**config.mk**
```make
export PLATFORM = sky130hd
export DESIGN_NAME = can_tx_sched
export DESIGN_NICKNAME = d
export VERILOG_FILES = /design/src/rtl/can_tx_pkg.sv /design/src/rtl/can_prio_enc.sv /design/src/rtl/can_tx_sched.sv
export SDC_FILE = /design/constraint.sdc
export NUM_CORES = 1
export LEC_CHECK = 0
export BUFFER_PORTS_ARGS = -buffer_cell sky130_fd_sc_hd__buf_4
export CAP_MARGIN = 20
export CORE_MARGIN = 8
export CORE_UTILIZATION = 51
export CTS_CLUSTER_SIZE = 24
export DETAILED_ROUTE_END_ITERATION = 10
export HOLD_SLACK_MARGIN = 0.06
export PLACE_DENSITY = 0.83
export SLEW_MARGIN = 20
export SYNTH_ARGS = -nofsm -noshare
export SYNTH_HDL_FRONTEND = slang
export SYNTH_HIERARCHICAL = 1
export SYNTH_SLANG_ARGS = --single-unit
```
**constraint.sdc**
```tcl
create_clock -name clk -period 9.8 [get_ports clk]
set_input_delay 0.98 -clock clk [delete_from_list [all_inputs] [get_ports clk]]
set_output_delay 0.98 -clock clk [all_outputs]
set_load 0.005 [all_outputs]
```
**src/rtl/can_tx_pkg.sv**
```systemverilog
// Shared types and constants for the CAN transmit scheduler.
package can_tx_pkg;

  typedef enum logic [1:0] {
    IDLE   = 2'd0,
    SELECT = 2'd1,
    START  = 2'd2,
    WAIT   = 2'd3
  } tx_state_t;

  localparam int CAN_ID_W = 11;  // standard CAN identifier
  localparam int RETRY_W  = 8;

endpackage

```
**src/rtl/can_prio_enc.sv**
```systemverilog
// Minimum-identifier finder; ties resolve to the lowest buffer index.
module can_prio_enc
  import can_tx_pkg::*;
#(
  parameter int NBUF = 4,
  parameter int ID_W = CAN_ID_W
) (
  input  logic [NBUF-1:0]         elig,
  input  logic [NBUF*ID_W-1:0]    buf_id,
  output logic                    valid,
  output logic [$clog2(NBUF)-1:0] idx
);

  localparam int SEL_W = $clog2(NBUF);

  logic [ID_W-1:0] best_id;

  always_comb begin
    valid   = 1'b0;
    idx     = '0;
    best_id = '0;
    for (int i = 0; i < NBUF; i++) begin
      // strict less-than keeps the earlier index on equal identifiers
      if (elig[i] && (!valid || (buf_id[i*ID_W +: ID_W] < best_id))) begin
        valid   = 1'b1;
        idx     = SEL_W'(i);
        best_id = buf_id[i*ID_W +: ID_W];
      end
    end
  end

endmodule

```
**src/rtl/can_tx_sched.sv**
```systemverilog
// CAN transmit scheduler: lowest-ID arbitration, start/outcome sequencing, abort.
// Optional retry limit via CAN_TX_RETRY_LIMIT_EN (otherwise unlimited retransmission).
module can_tx_sched
  import can_tx_pkg::*;
#(
  parameter int NBUF      = 4,
  parameter int ID_W      = CAN_ID_W,
  parameter int RETRY_MAX = 8
) (
  input  logic                    clk,
  input  logic                    g_rst,
  input  logic [NBUF-1:0]         buf_req,
  input  logic [NBUF*ID_W-1:0]    buf_id,
  input  logic [NBUF-1:0]         buf_abort,
  input  logic                    fg_ready,
  input  logic                    tx_success,
  input  logic                    tx_arb_lost,
  input  logic                    tx_error,
  output logic                    tx_start,
  output logic [$clog2(NBUF)-1:0] tx_sel,
  output logic                    tx_busy,
  output logic [NBUF-1:0]         tx_done,
  output logic [NBUF-1:0]         tx_abort_ack,
  output logic [NBUF-1:0]         tx_fail
);

  localparam int SEL_W = $clog2(NBUF);

  if (NBUF < 2 || NBUF > 16 || RETRY_MAX < 1) begin : g_bad_param
    $error("can_tx_sched: NBUF must be 2..16 and RETRY_MAX at least 1");
  end

  tx_state_t        state, state_n;
  logic [SEL_W-1:0] sel_q;
  logic [RETRY_W-1:0] retry_cnt, retry_n;
  logic [NBUF-1:0]  abort_pend, abort_pend_n;
  logic [NBUF-1:0]  done_n, ack_n, fail_n;
  logic [NBUF-1:0]  sel_oh, inflight, elig, excl;
  logic             enc_valid;
  logic [SEL_W-1:0] enc_idx;

  assign sel_oh   = NBUF'(1) << sel_q;
  assign inflight = (state == WAIT) ? sel_oh : '0;
  assign tx_sel   = sel_q;
  assign tx_busy  = (state != IDLE);

  // buffers whose completion is being reported this cycle must not be re-picked
  assign elig = buf_req & ~abort_pend & ~excl & ~(tx_done | tx_abort_ack | tx_fail);

  can_prio_enc #(.NBUF(NBUF), .ID_W(ID_W)) u_prio (
    .elig   (elig),
    .buf_id (buf_id),
    .valid  (enc_valid),
    .idx    (enc_idx)
  );

  always_comb begin
    state_n      = state;
    retry_n      = retry_cnt;
    done_n       = '0;
    fail_n       = '0;
    ack_n        = buf_abort & ~inflight;
    // the in-flight buffer keeps its pending abort even if its request drops
    abort_pend_n = (abort_pend | buf_abort) & (buf_req | inflight);
    tx_start     = 1'b0;
    case (state)
      IDLE: if (|elig) state_n = SELECT;
      SELECT: begin
        if (enc_valid) begin
          state_n = START;
          if (enc_idx != sel_q) retry_n = '0;
        end else begin
          state_n = IDLE;
        end
      end
      START: begin
        if (!buf_req[sel_q] || abort_pend[sel_q] || buf_abort[sel_q]) begin
          state_n = IDLE;
        end else if (fg_ready) begin
          tx_start = 1'b1;
          state_n  = WAIT;
        end
      end
      WAIT: begin
        if (tx_success) begin
          done_n  = sel_oh;
          retry_n = '0;
          state_n = IDLE;
        end else if (tx_arb_lost || tx_error) begin
          state_n = IDLE;
          if (abort_pend[sel_q] || buf_abort[sel_q]) begin
            ack_n = ack_n | sel_oh;
`ifdef CAN_TX_RETRY_LIMIT_EN
          end else if (retry_cnt == RETRY_W'(RETRY_MAX - 1)) begin
            fail_n  = sel_oh;
            retry_n = '0;
`endif
          end else if (retry_cnt != '1) begin
            retry_n = retry_cnt + RETRY_W'(1);
          end
        end
      end
      default: state_n = IDLE;
    endcase
    if (|(ack_n & sel_oh)) retry_n = '0;
  end

  always_ff @(posedge clk or posedge g_rst) begin
    if (g_rst) begin
      state        <= IDLE;
      sel_q        <= '0;
      retry_cnt    <= '0;
      abort_pend   <= '0;
      tx_done      <= '0;
      tx_abort_ack <= '0;
    end else begin
      state        <= state_n;
      retry_cnt    <= retry_n;
      abort_pend   <= abort_pend_n;
      tx_done      <= done_n;
      tx_abort_ack <= ack_n;
      if (state == SELECT && enc_valid) sel_q <= enc_idx;
    end
  end

`ifdef CAN_TX_RETRY_LIMIT_EN
  logic [NBUF-1:0] fail_excl;

  always_ff @(posedge clk or posedge g_rst) begin
    if (g_rst) begin
      fail_excl <= '0;
      tx_fail   <= '0;
    end else begin
      fail_excl <= (fail_excl | fail_n) & buf_req;
      tx_fail   <= fail_n;
    end
  end

  assign excl = fail_excl;
`else
  assign excl    = '0;
  assign tx_fail = '0;
`endif

endmodule
```
# ---- Yosys cells after proc, flatten, opt, wreduce, memory -nomap -nowiden
# Cells that the tools add are included.
dict set report word_totals {
  reg_bits 16
}
dict set report op_classes {
  order_cmp 4
  eq_ne 6
  shift 1
  n_mux 33
  bitwise_logic 11
  n_reduce_logical 19
}
# cell n
set ops {}
lappend ops {{less-than comparator 11 bit} 3}
lappend ops {{two-way mux 11 bit} 3}
lappend ops {{two-way mux 4 bit} 7}
lappend ops {{AND 4 bit} 4}
lappend ops {{two-way mux 2 bit} 8}
lappend ops {{OR 4 bit} 4}
lappend ops {{inverter 4 bit} 3}
lappend ops {{two-way mux 1 bit} 11}
lappend ops {{case mux 2 bit (4 select lines)} 1}
lappend ops {{logical OR 1 bit} 7}
lappend ops {{binary-select mux 1 bit (select 2 bit)} 3}
lappend ops {{== test 2 bit (second input constant)} 2}
lappend ops {{logical AND 1 bit} 4}
lappend ops {{logical NOT 1 bit} 4}
lappend ops {{OR reduction 4 bit} 1}
lappend ops {{left shift 1 x 2 -> 4 bit (first input constant)} 1}
lappend ops {{less-than comparator 2 x 3 -> 1 bit (second input constant)} 1}
lappend ops {{!= test 3 x 2 -> 1 bit (second input constant)} 1}
lappend ops {{!= test 3 bit (second input constant)} 1}
lappend ops {{AND reduction 3 bit} 1}
lappend ops {{== test 2 x 1 -> 1 bit (second input constant)} 1}
lappend ops {{logical NOT 2 bit} 1}
lappend ops {{!= test 2 bit (second input constant)} 1}
lappend ops {{nonzero test 2 bit} 1}

# ---- Longest topological paths before layout
# Gate-level depths: netlist of the first run.
dict set report logic_depth {
  depth_word 18
  ltp_mapped 29
}

# ---- Modules after synthesis
# Netlist of the first run, hierarchy kept.
# module n_inst cells_each area_per_inst_um2
set by_module_without_submodules {}
lappend by_module_without_submodules {can_prio_enc 1 141 1083.5}
lappend by_module_without_submodules {can_tx_sched 1 73 788.3}

# ---- Worst setup path before layout of the first run
# OpenSTA, ideal clock, no wires.
dict set report synth_timing {
  path_type {in2reg}
  startpoint {input buf_req[0]}
  endpoint {register sel_q[1] (netlist: tx_sel[1])}
  setup_time_ns 0.125
  arrival_ns 6.672
  required_time_ns 9.675
  setup_slack_ns 3.003
  path_stages 29
  path_cell_list {nor4b_1 -> buf_6 -> clkbuf_1 -> clkbuf_1 -> nand2_1 -> ha_1 -> a21oi_1 -> o21a_1 -> a2bb2oi_1 -> nand2_1 -> clkbuf_1 -> a32oi_1 -> ha_1 -> a211oi_1 -> o21ai_0 -> a221oi_1 -> a21oi_1 -> nor2_1 -> a21oi_4 -> mux2_2 -> ha_1 -> o21a_1 -> nor2_1 -> or4_1 -> inv_1 -> o41ai_1 -> a221oi_1 -> nor2_1 -> mux2_2}
}
# item line
set synth_rtl {}
lappend synth_rtl {{from (decl)} can_tx_sched.sv:12} ;# input logic [NBUF-1:0] buf_req,
lappend synth_rtl {{AND 4 bit * (2 in series)} can_tx_sched.sv:48} ;# assign elig = buf_req & ~abort_pend & ~excl & ~(tx_done | tx_abort_ack | tx_fail);
lappend synth_rtl {{two-way mux 11 bit or two-way mux 1 bit (tied branches)} can_prio_enc.sv:24} ;# if (elig[i] && (!valid || (buf_id[i*ID_W +: ID_W] < best_id))) begin
lappend synth_rtl {{less-than comparator 11 bit or logical NOT 1 bit (tied branches)} can_prio_enc.sv:24}
lappend synth_rtl {{logical OR 1 bit} can_prio_enc.sv:24}
lappend synth_rtl {{logical AND 1 bit} can_prio_enc.sv:24}
lappend synth_rtl {{two-way mux 11 bit or two-way mux 1 bit (tied branches)} can_prio_enc.sv:24}
lappend synth_rtl {{less-than comparator 11 bit or logical NOT 1 bit (tied branches)} can_prio_enc.sv:24}
lappend synth_rtl {{logical OR 1 bit} can_prio_enc.sv:24}
lappend synth_rtl {{logical AND 1 bit} can_prio_enc.sv:24}
lappend synth_rtl {{two-way mux 11 bit or two-way mux 1 bit (tied branches)} can_prio_enc.sv:24}
lappend synth_rtl {{less-than comparator 11 bit or logical NOT 1 bit (tied branches)} can_prio_enc.sv:24}
lappend synth_rtl {{logical OR 1 bit} can_prio_enc.sv:24}
lappend synth_rtl {{logical AND 1 bit} can_prio_enc.sv:24}
lappend synth_rtl {{two-way mux 2 bit *} can_prio_enc.sv:24}
lappend synth_rtl {{via enc_idx[1]} can_tx_sched.sv:40} ;# logic [SEL_W-1:0] enc_idx;
lappend synth_rtl {{to (signal assigned)} can_tx_sched.sv:122} ;# if (state == SELECT && enc_valid) sel_q <= enc_idx;
lappend synth_rtl {{to (decl)} can_tx_sched.sv:34} ;# logic [SEL_W-1:0] sel_q;
# The timed path passes the listed nets; every way through them passes the cells marked *.
# A chain may end at the register's enable or synchronous reset.

# ---- Final worst setup path of the first run
dict set report layout_timing {
  startpoint {input buf_req[0]}
  endpoint {register sel_q[1] (netlist: tx_sel[1])}
}
# item line
set layout_rtl {}
lappend layout_rtl {{AND 4 bit * (2 in series)} can_tx_sched.sv:48}
lappend layout_rtl {{via elig[0]} can_tx_sched.sv:38} ;# logic [NBUF-1:0] sel_oh, inflight, elig, excl;
lappend layout_rtl {{two-way mux 11 bit or two-way mux 1 bit (tied branches)} can_prio_enc.sv:24}
lappend layout_rtl {{less-than comparator 11 bit or logical NOT 1 bit (tied branches)} can_prio_enc.sv:24}
lappend layout_rtl {{logical OR 1 bit} can_prio_enc.sv:24}
lappend layout_rtl {{logical AND 1 bit} can_prio_enc.sv:24}
lappend layout_rtl {{two-way mux 11 bit or two-way mux 1 bit (tied branches)} can_prio_enc.sv:24}
lappend layout_rtl {{less-than comparator 11 bit or logical NOT 1 bit (tied branches)} can_prio_enc.sv:24}
lappend layout_rtl {{logical OR 1 bit} can_prio_enc.sv:24}
lappend layout_rtl {{logical AND 1 bit} can_prio_enc.sv:24}
lappend layout_rtl {{two-way mux 11 bit or two-way mux 1 bit (tied branches)} can_prio_enc.sv:24}
lappend layout_rtl {{less-than comparator 11 bit or logical NOT 1 bit (tied branches)} can_prio_enc.sv:24}
lappend layout_rtl {{logical OR 1 bit} can_prio_enc.sv:24}
lappend layout_rtl {{logical AND 1 bit} can_prio_enc.sv:24}
lappend layout_rtl {{two-way mux 2 bit *} can_prio_enc.sv:24}
lappend layout_rtl {{via enc_idx[1]} can_tx_sched.sv:40}
# Marked as above.

==> results by group, run 1 <==
Detailed routing
  • DR WL/cell: around 16 microns
  • Vias/cell: 5.72
  • DRT Wirelength: around 5300 microns
  • Drt initial violations: 100
  • DR pass1 iterations: 4
  • Drt drc: 0
  • ANT nets after route: 0
  • Via Count: ~1900

Synthesis
  • Post-synth ARST share: 1.00
  • Post-synth top area share: 0.214
  • Synth area leaders: dfrtp_1 (21%), ha_1 (20%), mux2_2 (10%)
  • EDFF count, synth: 0
  • Sequential element share of the synthesized area: 0.214
  • Ys flop type: dfrtp_1
  • Post-synth top cells: ha_1 (30), nor2_1 (25), nand2_1 (21)
  • Synthesized area: 1870 sq um
  • Cell accounting for the most synthesized area: dfrtp_1
  • Synthesized flop and latch total: 16
  • Most common cell in the netlist: ha_1
  • Syn_area_per_cell: 8.75 sq um
  • Syn Inst Count: 214
  • Synth warn: 6
  • Library cells used by synthesis: 45

Critical path
  • Required time of the critical path: 9.94 ns
  • Worst EP arrival: ~6.7 ns
  • WP buf/inv: 3
  • Number of cells on the critical path: 27
  • Crit path launch type: input port
  • CP Capture Type: flop
  • R2R depth: 26
  • Crit-path leading delay family: compound AO/OA/AOI/OAI gates
  • Worst path max stage delay: about 0.57 ns
  • Crit Path Max Fanout: 28
  • Crit path kind: input port to flop
  • Slowest cell on the critical path: or4_1

CTS
  • CTS root buf: clkbuf_8
  • Post-CTS sizing: 0
  • Clk slew on worst S/H paths: 0.06 ns
  • CTS Buf Count: 3
  • Clock latency on the worst-skew pair: 0.25 ns
  • TritonCTS clock tree: done
  • Clock tree sinks: 16
  • # H-tree levels: 1
  • Hold buffers post-CTS: 0
  • Post-CTS setup buffer count: 0
  • Clock tree buffer depth: 2

STA
  • Crit share post-route: 0.671
  • RSZ-0062 raised after global routing: false
  • Final setup fails: 0
  • Slew Limit Fails: 0
  • Worst Tran Pin Value: 0.659 ns
  • Final hold vios: 0
  • Clock Skews: roughly 0.0019 ns
  • Setup_tns: 0 ns
  • Post-layout min period: 6.57 ns
  • FMAX: 152 MHz
  • Slew headroom: 0.555

Die
  • Die Y: ~77 microns
  • Initial Util: 0.519
  • Core area: about 3600 sq um
  • Die width: 76.6 microns
  • Row cnt: 22
  • Die area: around 5900 sq um
  • Boundary Pins: 74

Power and ir drop
  • Pwr dens: ~120 nW/um^2
  • Maximum VDD drop: 0.0907 mV
  • Leak pwr: between 1 and 1.5 nW
  • Switch Pwr: 0.111 mW
  • Sequential Power Share: 0.310
  • Switching part of the total power: 0.361
  • Clock share of power: 0.190
  • Combinational power share: 0.500
  • Internal power: between 0.15 and 0.2 mW

Finish
  • ANT cells: 0
  • Nets: 372
  • Final core area utilization: 0.688
  • Post-route cell area: 2480 sq um
  • Area Growth Syn to Fin: 32.6%
  • Fraction of layout cells with a size suffix above 1: 0.357

GRT
  • Vias in the first global route: approximately 1900
  • GRT Total Usage: 0.180
  • Initial antenna violation count: 0
  • Largest net degree at the start of global routing: 29
  • Global-route wire length before repair: roughly 9000 microns
  • GRT overflow: 0

Worst hold path
  • Hold crit path type: flop to flop
  • WHS Path Cells: 2

Place
  • Detailed placement HPWL: 4600 microns
  • PortBufs: 69
  • Placed instance area: 2430 sq um
  • Routability-driven placement congestion ratio: slightly above 0.9

Outcome
  • Outcome: finished clean

Job
  • Max-cap violations: 0
==> final cells by class <==
class | count | area [sq um]
inverter | 14 | 52.6
sequential | 16 | 400
clock buffer | 4 | 55.1
tap | 48 | 60.1
multi-input combinational | 178 | 1380
timing repair buffer | 71 | 533
fill | 287 | 1120
==> tightest hold or removal path, cell delays in order (launching register included) <==
cell,delay (ns)
dfrtp_1,0.34
nor2_1,0.06
nor2_1,0.09
==> state kept, by name, summed over array words and instances, names as in the netlist <==
register and count:
abort_pend 4, tx_abort_ack 4, tx_done 4, tx_sel 2, state 2
==> path summary, 6_finish.rpt <==
path / from / endpoint / slack, ns
hold / removal: abort_pend[3] / abort_pend[3] / 0.54
hold reg to reg: abort_pend[3] / abort_pend[3] / 0.54
setup reg to reg: abort_pend[0] / tx_sel[1] / 3.56
min in group asynchronous: g_rst / tx_done[1] / 0.80
setup / recovery: buf_req[0] / tx_sel[1] / 3.23
max in group asynchronous: g_rst / tx_abort_ack[2] / 8.61
==> cells in the final DEF (no fill, tap or decap), types with 5 or more instances in the layout <==
cell type  count
inv_1         14
mux2_2        17
ha_1          30
a32oi_1       10
o21a_1         5
a21oi_1        7
buf_4         71
nand3_1        5
nand2_1       21
dfrtp_1       16
nor2_1        25
==> per-stage QoR <==
stage                     hold slack [ns]  setup slack, ns  power [mW]  std cells
after global routing                0.566             2.69       0.331        331
after global placement              0.509             3.24       0.245        327
after CTS                           0.538             3.28       0.308        331
after detailed placement            0.525             3.02       0.249        327
final                               0.537             3.23       0.308        331
after floorplan                     0.487             3.00       0.190        217
==> routing by layer <==
metal	global-route usage	vias up	part of all wire
li1	-	937	-
met1	0.237	885	0.46
met2	0.290	66	0.48
met3	0.0366	6	0.053
met4	0.0481	0	0.012
met5	0	-	0
==> kinds of logic (layout without fill, tap and decap cells) <==
family	count (synthesis)	in the layout	share of synthesized area
simple gates	78	78	0.208
compound gates	46	46	0.193
fa+ha+maj	30	30	0.201
buf+inv	23	89	0.0582
mux	20	20	0.125
flops	16	16	0.214
other cells	1	4	0.00200
==> power groups by stage <==
stage	registers [mW]	logic, mW	clock network [mW]
CTS	0.0948	0.153	0.0595
floorplan	0.0921	0.0983	0
global route	0.0980	0.171	0.0622
finish	0.0955	0.154	0.0585
global placement	0.0960	0.149	0
detailed placement	0.0961	0.153	0
Power figures use the tool's default switching activity.
==> inputs of run 2 (changes only) <==
--- a/config.mk
+++ b/config.mk
@@ -5,14 +5,15 @@
 export SDC_FILE = /design/constraint.sdc
 export NUM_CORES = 1
 export LEC_CHECK = 0
+export ABC_AREA = 1
 export BUFFER_PORTS_ARGS = -buffer_cell sky130_fd_sc_hd__buf_4
 export CAP_MARGIN = 20
 export CORE_MARGIN = 8
-export CORE_UTILIZATION = 51
+export CORE_UTILIZATION = 45
 export CTS_CLUSTER_SIZE = 24
 export DETAILED_ROUTE_END_ITERATION = 10
 export HOLD_SLACK_MARGIN = 0.06
-export PLACE_DENSITY = 0.83
+export PLACE_DENSITY = 0.78
 export SLEW_MARGIN = 20
 export SYNTH_ARGS = -nofsm -noshare
 export SYNTH_HDL_FRONTEND = slang
==> constraint.sdc (replaced) <==
create_clock -name clk -period 5.7 [get_ports clk]
set_input_delay 0.57 -clock clk [delete_from_list [all_inputs] [get_ports clk]]
set_output_delay 0.57 -clock clk [all_outputs]
set_load 0.005 [all_outputs]
==> run 2 against run 1 <==
  * Clock power up 73%
  * Die area is 12% higher
  * Global-route usage decreased by 2.0 points
  * Setup slack lost 2.6 ns
  * Clock-buffer cell count unchanged
  * First-iteration DRC count shrank 13%
  * Flip-flop and latch count unchanged
  * Power rose by 90%
  * Synthesized cell count up 39%
  * Critical endpoint unchanged
==> results by group, run 2 <==
Critical path
  • Worst path max stage delay: 0.38 ns (-0.19 ns)
  • Worst EP arrival: 5.29 ns (-1.42 ns)
  • Slowest cell on the critical path: dfrtp_1
  • Crit path kind: flop to flop
  • Crit path launch type: flop
  • Required time of the critical path: 5.88 ns (-4.06 ns)
  • Crit Path Max Fanout: 23 (-18%)
  • CP Capture Type: flop
  • Most numerous cell on the critical path: nand2_1

STA
  • Slew Limit Fails: 0 (unchanged)
  • FMAX: 196 MHz
  • Crit share post-route: 0.897
  • Final hold vios: 0 (unchanged)
  • Clock Skews: 0.00370 ns (+0.00180 ns)
  • Slew headroom: 0.587 (+0.0324)
  • Post-layout min period: 5.11 ns
  • Worst Tran Pin Value: 0.619 ns (-0.0399 ns)
  • Final setup fails: 0 (unchanged)
  • Setup_tns: 0 ns (unchanged)
  • Final Worst Setup Slack: 0.589 ns (-2.64 ns)
  • RSZ-0062 raised after global routing: false

GRT
  • Vias in the first global route: 2018 (+7.2%)
  • Initial antenna violation count: 0 (unchanged)
  • GRT overflow: 0 (unchanged)
  • Largest net degree at the start of global routing: 24 (-17%)
  • GRT Total Usage: 0.160 (-0.0201)
  • Global-route wire length before repair: 8670 microns (-2.9%)

Detailed routing
  • Via Count: 2055 (+8.5%)
  • DR WL/cell: 12.2 microns (-24%)
  • DR pass1 iterations: 4 (unchanged)
  • Met1 Wirelength: 2250 microns (-7.6%)
  • Routed wire length on met3: 277 microns (-1.8%)
  • Vias/cell: 4.96 (-13%)
  • Drt drc: 0 (unchanged)
  • ANT nets after route: 0 (unchanged)
  • DR top layer: met4
  • DR WL met2: 2480 microns (-2.9%)
  • DRT Wirelength: 5050 microns (-5.6%)
  • Drt initial violations: 87 (-13%)

Die
  • Row cnt: 23 (+4.5%)
  • Die width: 81.0 microns (+5.8%)
  • Core area: 4030 sq um (+12%)
  • Die Y: 81.0 microns (+5.8%)
  • Die area: 6560 sq um (+12%)
  • Boundary Pins: 74 (unchanged)
  • Initial Util: 0.472 (-0.0473)

Synthesis
  • Synth area leaders: dfrtp_1 (21%), nand2_1 (20%), ha_1 (20%)
  • Syn Inst Count: 297 (+39%)
  • EDFF count, synth: 0 (unchanged)
  • Synthesized area: 1900 sq um (+1.5%)
  • Synth warn: 6 (unchanged)
  • Post-synth ARST share: 1.00 (unchanged)
  • Cell accounting for the most synthesized area: dfrtp_1
  • Library cells used by synthesis: 27 (-40%)
  • Ys flop type: dfrtp_1
  • Syn_area_per_cell: 6.40 sq um (-27%)
  • Most common cell in the netlist: nand2_1
  • Sequential element share of the synthesized area: 0.211 (-0.00324)
  • Post-synth top cells: nand2_1 (102), inv_1 (31), ha_1 (30)
  • Post-synth top area share: 0.211 (-0.00324)
  • Synthesized flop and latch total: 16 (unchanged)

CTS
  • Clock tree sinks: 16 (unchanged)
  • Clock tree buffer depth: 2 (unchanged)
  • Post-CTS setup buffer count: 0 (unchanged)
  • CTS Buf Count: 3 (unchanged)
  • Clock latency on the worst-skew pair: 0.25 ns (about the same)
  • Clk slew on worst S/H paths: 0.06 ns (about the same)
  • CTS root buf: clkbuf_8
  • TritonCTS clock tree: done
  • # H-tree levels: 1 (unchanged)

Worst hold path
  • Hold crit path type: input port to asynchronous set/reset pin

Finish
  • Most frequent cells in the layout: nand2_1 (101), buf_4 (69), inv_1 (30), ha_1 (30), nor2_1 (21)
  • Regs by FF count: abort_pend x4, tx_abort_ack x4, tx_done x4
  • Most common cell after layout, fill and taps aside: nand2_1
  • Fraction of layout cells with a size suffix above 1: 0.250 (-0.107)
  • Area Growth Syn to Fin: 31.7%
  • Nets: 453 (+22%)
  • ANT cells: 0 (unchanged)

Power and ir drop
  • Leak pwr: 1.46 nW (+23%)
  • Maximum VDD drop: 0.133 mV (+47%)
  • Pwr dens: 234 nW/um^2 (+88%)

Job
  • Max-cap violations: 0 (unchanged)

Place
  • Detailed placement HPWL: 4480 microns (-2.8%)
  • Routability-driven placement congestion ratio: 0.842 (-8.9%)
  • Pre-CTS WS: 0.151 ns (-2.87 ns)
  • PortBufs: 69 (unchanged)

Outcome
  • Outcome: finished clean
run 2: cells by family (layout without fill, tap and decap cells):
kind of cell / count (synthesis) / in the layout / share of synthesized area
and+or+nand+nor: 153 / 153 / 0.336
AOI/OAI and AO/OA: 51 / 51 / 0.155
buffers and inverters: 46 / 110 / 0.0994
adders and majority gates: 30 / 30 / 0.197
DFF: 16 / 16 / 0.211
other: 1 / 4 / 0.00197
run 2: critical path, delay by kind of cell (launching register included):
family,cells,cell delay (ns)
AO/OA/AOI/OAI,9,1.82
adder cells (fa/ha/maj),3,0.91
buffers and inverters,1,0.22
flip-flops,1,0.38
AND/OR/NAND/NOR,19,1.71
run 2: timing repair:
action,in CTS,in global routing
endpoints found under the setup margin,0,2
gates resized for setup,0,4
hold buffers,0,0
run 2: final timing paths:
kind,startpoint,cells past startpoint,slack (ns),to
worst max register to register,tx_abort_ack[0],32,0.59,tx_sel[1]
worst min-delay path,g_rst,2,0.39,tx_done[2]
min in group clk,buf_abort[1],3,0.53,tx_abort_ack[1]
max in group asynchronous,g_rst,2,4.90,abort_pend[0]
worst max-delay path,tx_abort_ack[0],32,0.59,tx_sel[1]
worst min register to register,abort_pend[2],2,0.54,abort_pend[2]
run 2: area by class of cell:
class | count | area [sq um]
clock buffer | 4 | 55.1
fill | 380 | 1530
inverter | 37 | 143
multi-input combinational | 238 | 1330
sequential | 16 | 400
tap | 50 | 62.6
timing repair buffer | 69 | 518
run 2: report_power, final:
group	switching, mW	leakage [nW]	internal [mW]
sequential	0.0257	0.201	0.135
combinational	0.181	1.23	0.143
clock	0.0397	0.0288	0.0613
total	0.246	1.46	0.339
run 2: stage by stage:
step | hold slack (ns) | util | total power, mW | instances | area, sq um
floorplan | 0.484 | - | 0.375 | 300 | 1910
global placement | 0.512 | 0.606 | 0.478 | 410 | 2440
detailed placement | 0.518 | 0.606 | 0.486 | 410 | 2440
CTS | 0.415 | 0.620 | 0.586 | 414 | 2500
global route | 0.446 | 0.621 | 0.646 | 414 | 2500
finish | 0.395 | 0.621 | 0.585 | 414 | 2500
run 2: per-layer routing:
metal | vias up | global-route usage
met2 | 54 | 0.271
met1 | 896 | 0.207
met4 | 0 | 0.0268
li1 | 1103 | -
met3 | 2 | 0.0331
met5 | - | 0
==> inputs of run 3 (changes only) <==
--- a/config.mk
+++ b/config.mk
@@ -5,14 +5,13 @@
 export SDC_FILE = /design/constraint.sdc
 export NUM_CORES = 1
 export LEC_CHECK = 0
-export ABC_AREA = 1
 export BUFFER_PORTS_ARGS = -buffer_cell sky130_fd_sc_hd__buf_4
 export CAP_MARGIN = 20
 export CORE_MARGIN = 8
 export CORE_UTILIZATION = 45
 export CTS_CLUSTER_SIZE = 24
 export DETAILED_ROUTE_END_ITERATION = 10
-export HOLD_SLACK_MARGIN = 0.06
+export HOLD_SLACK_MARGIN = 0.08
 export PLACE_DENSITY = 0.78
 export SLEW_MARGIN = 20
 export SYNTH_ARGS = -nofsm -noshare
==> run 3 against run 2 <==
  * The run now ends with negative setup slack left
  * Via count down 0.49%
  * Routed wire length up 29%
  * Clock power about the same
  * Critical endpoint unchanged
==> results by group, run 3 (synthesis gave the netlist of run 1 again) <==
CTS
  • Clock latency on the worst-skew pair: 0.24 ns (about the same)
  • TritonCTS clock tree: done
  • Clk slew on worst S/H paths: 0.07 ns (about the same)
  • # H-tree levels: 1 (unchanged)
  • Clock tree buffer depth: 2 (unchanged)
  • Clock tree sinks: 16 (unchanged)
  • CTS Buf Count: 3 (unchanged)
  • CTS root buf: clkbuf_8

Die
  • Core area: 4000 sq um (-0.71%)
  • Boundary Pins: 74 (unchanged)
  • Die width: 80.5 microns (-0.61%)
  • Die Y: 80.5 microns (-0.61%)
  • Die area: 6480 sq um (-1.2%)
  • Initial Util: 0.468 (-0.00380)
  • Row cnt: 23 (unchanged)

Finish
  • Most common cell after layout, fill and taps aside: buf_4
  • Regs by FF count: abort_pend x4, tx_abort_ack x4, tx_done x4
  • Area Growth Syn to Fin: 59.2%
  • Fraction of layout cells with a size suffix above 1: 0.508 (+0.258)
  • ANT cells: 0 (unchanged)
  • Most frequent cells in the layout: buf_4 (89), nor2_1 (24), ha_1 (22), dfrtp_1 (16)
  • Post-route cell area: 2980 sq um (+19%)
  • Nets: 396 (-13%)

Power and ir drop
  • Maximum VDD drop: 0.244 mV (+83%)
  • Leak pwr: 1.38 nW (-5.1%)
  • Pwr dens: 203 nW/um^2 (-13%)

Critical path
  • Slowest cell on the critical path: or4_4
  • Required time of the critical path: 5.83 ns (-0.05 ns)
  • Crit path kind: flop to flop
  • Worst path max stage delay: 0.54 ns (+0.16 ns)
  • Crit path launch type: flop
  • Crit Path Max Fanout: 5 (-78%)
  • R2R depth: 26 (-19%)
  • CP Capture Type: flop
  • Worst EP arrival: 5.89 ns (+0.60 ns)

GRT
  • Largest net degree at the start of global routing: 21 (-13%)
  • Vias in the first global route: 2045 (+1.3%)
  • Initial antenna violation count: 0 (unchanged)
  • Global-route wire length before repair: 9560 microns (+10%)
  • GRT Total Usage: 0.179 (+0.0189)
  • GRT overflow: 0 (unchanged)

Detailed routing
  • Vias/cell: 5.73 (+15%)
  • DR WL/cell: 18.2 microns (+50%)
  • Drt drc: 0 (unchanged)
  • Via Count: 2045 (-0.49%)
  • Routed wire length on met3: 330 microns (+19%)
  • ANT nets after route: 0 (unchanged)
  • DR pass1 iterations: 6 (+2)
  • DRT Wirelength: 6510 microns (+29%)
  • Drt initial violations: 71 (-18%)
  • Met1 Wirelength: 2710 microns (+20%)
  • DR top layer: met4
  • DR WL met2: 3380 microns (+36%)

STA
  • Post-layout min period: 5.76 ns (+0.646 ns)
  • Worst Tran Pin Value: 0.705 ns (+0.0865 ns)
  • Slew headroom: 0.523 (-0.0638)
  • Slew Limit Fails: 0 (unchanged)
  • Final setup fails: 2 (+2)
  • Final Worst Setup Slack: -0.0565 ns (-0.646 ns)
  • Final hold vios: 0 (unchanged)
  • Crit share post-route: 1.01 (+0.113)
  • RSZ-0062 raised after global routing: true
  • Clock Skews: 0.00109 ns (-0.00261 ns)
  • FMAX: 174 MHz (-11%)

Worst hold path
  • Hold crit path type: input port to asynchronous set/reset pin

Outcome
  • Outcome: finished, violations left
  • Failing checks: negative setup slack

Place
  • Routability-driven placement congestion ratio: 0.922 (+9.6%)
  • Pre-CTS WS: -0.177 ns (-0.328 ns)
  • Detailed placement HPWL: 5060 microns (+13%)
  • PortBufs: 69 (unchanged)
  • Placed instance area: 2600 sq um (+6.6%)

Job
  • Max-cap violations: 0 (unchanged)
## run 3: cell types whose count changed in the layout (fill, tap and decap cells not counted), moves of 13 or more
cell / previous run / this run
a21oi_1: 19 / 6
buf_4: 69 / 89
inv_1: 30 / 13
mux2_2: 0 / 14
nand2_1: 101 / 14
o21ai_0: 19 / 1
## run 3: area by class of cell
type	instances	area, sq um
clock buffer	4	55.1
fill	284	1020
inverter	14	52.6
multi-input combinational	181	1670
sequential	16	400
tap	50	62.6
timing repair buffer	92	738
## run 3: routing by layer
| layer | vias up | global-route usage |
|---|---|---|
| met5 | - | 0 |
| met4 | 0 | 0.0400 |
| met3 | 8 | 0.0212 |
| met2 | 64 | 0.310 |
| met1 | 981 | 0.229 |
| li1 | 992 | - |
## run 3: worst max-delay path, delay by kind of cell (launching register included)
family	cells	cell delay, ns
mux	2	0.61
compound gates	12	2.04
flops	1	0.41
simple gates	6	1.32
buf+inv	3	0.42
fa+ha+maj	3	0.86
## run 3: per-stage QoR
step	utilization	hold slack (ns)	total power [mW]	setup TNS, ns	std cells
after floorplan	-	0.484	0.342	0	217
after CTS	0.669	0.431	0.562	0	347
after global placement	0.651	0.509	0.448	-0.150	342
final	0.745	0.408	0.605	-0.0848	357
after detailed placement	0.651	0.525	0.456	-0.299	342
after global routing	0.745	0.474	0.649	-0.507	357
## run 3: timing repair
item / CTS / global route
setup buffers: 0 / 6
hold buffers: 0 / 0
resized for setup: 3 / 30
pin swaps: 1 / 23
endpoints found under the setup margin: 1 / 2
gates cloned: 1 / 4
## run 3: worst paths after layout
kind | start | end | slack, ns
hold reg to reg | abort_pend[1] | abort_pend[1] | 0.54
setup / recovery | tx_done[0] | tx_sel[1] | -0.06
min in group clk | abort_pend[1] | abort_pend[1] | 0.54
setup reg to reg | tx_done[0] | tx_sel[1] | -0.06
max in group asynchronous | g_rst | tx_abort_ack[3] | 4.88
hold / removal | g_rst | abort_pend[0] | 0.41
## run 3: power by group
part	internal, mW	switching (mW)
combinational	0.188	0.150
sequential	0.133	0.0325
clock	0.0612	0.0394
total	0.382	0.222
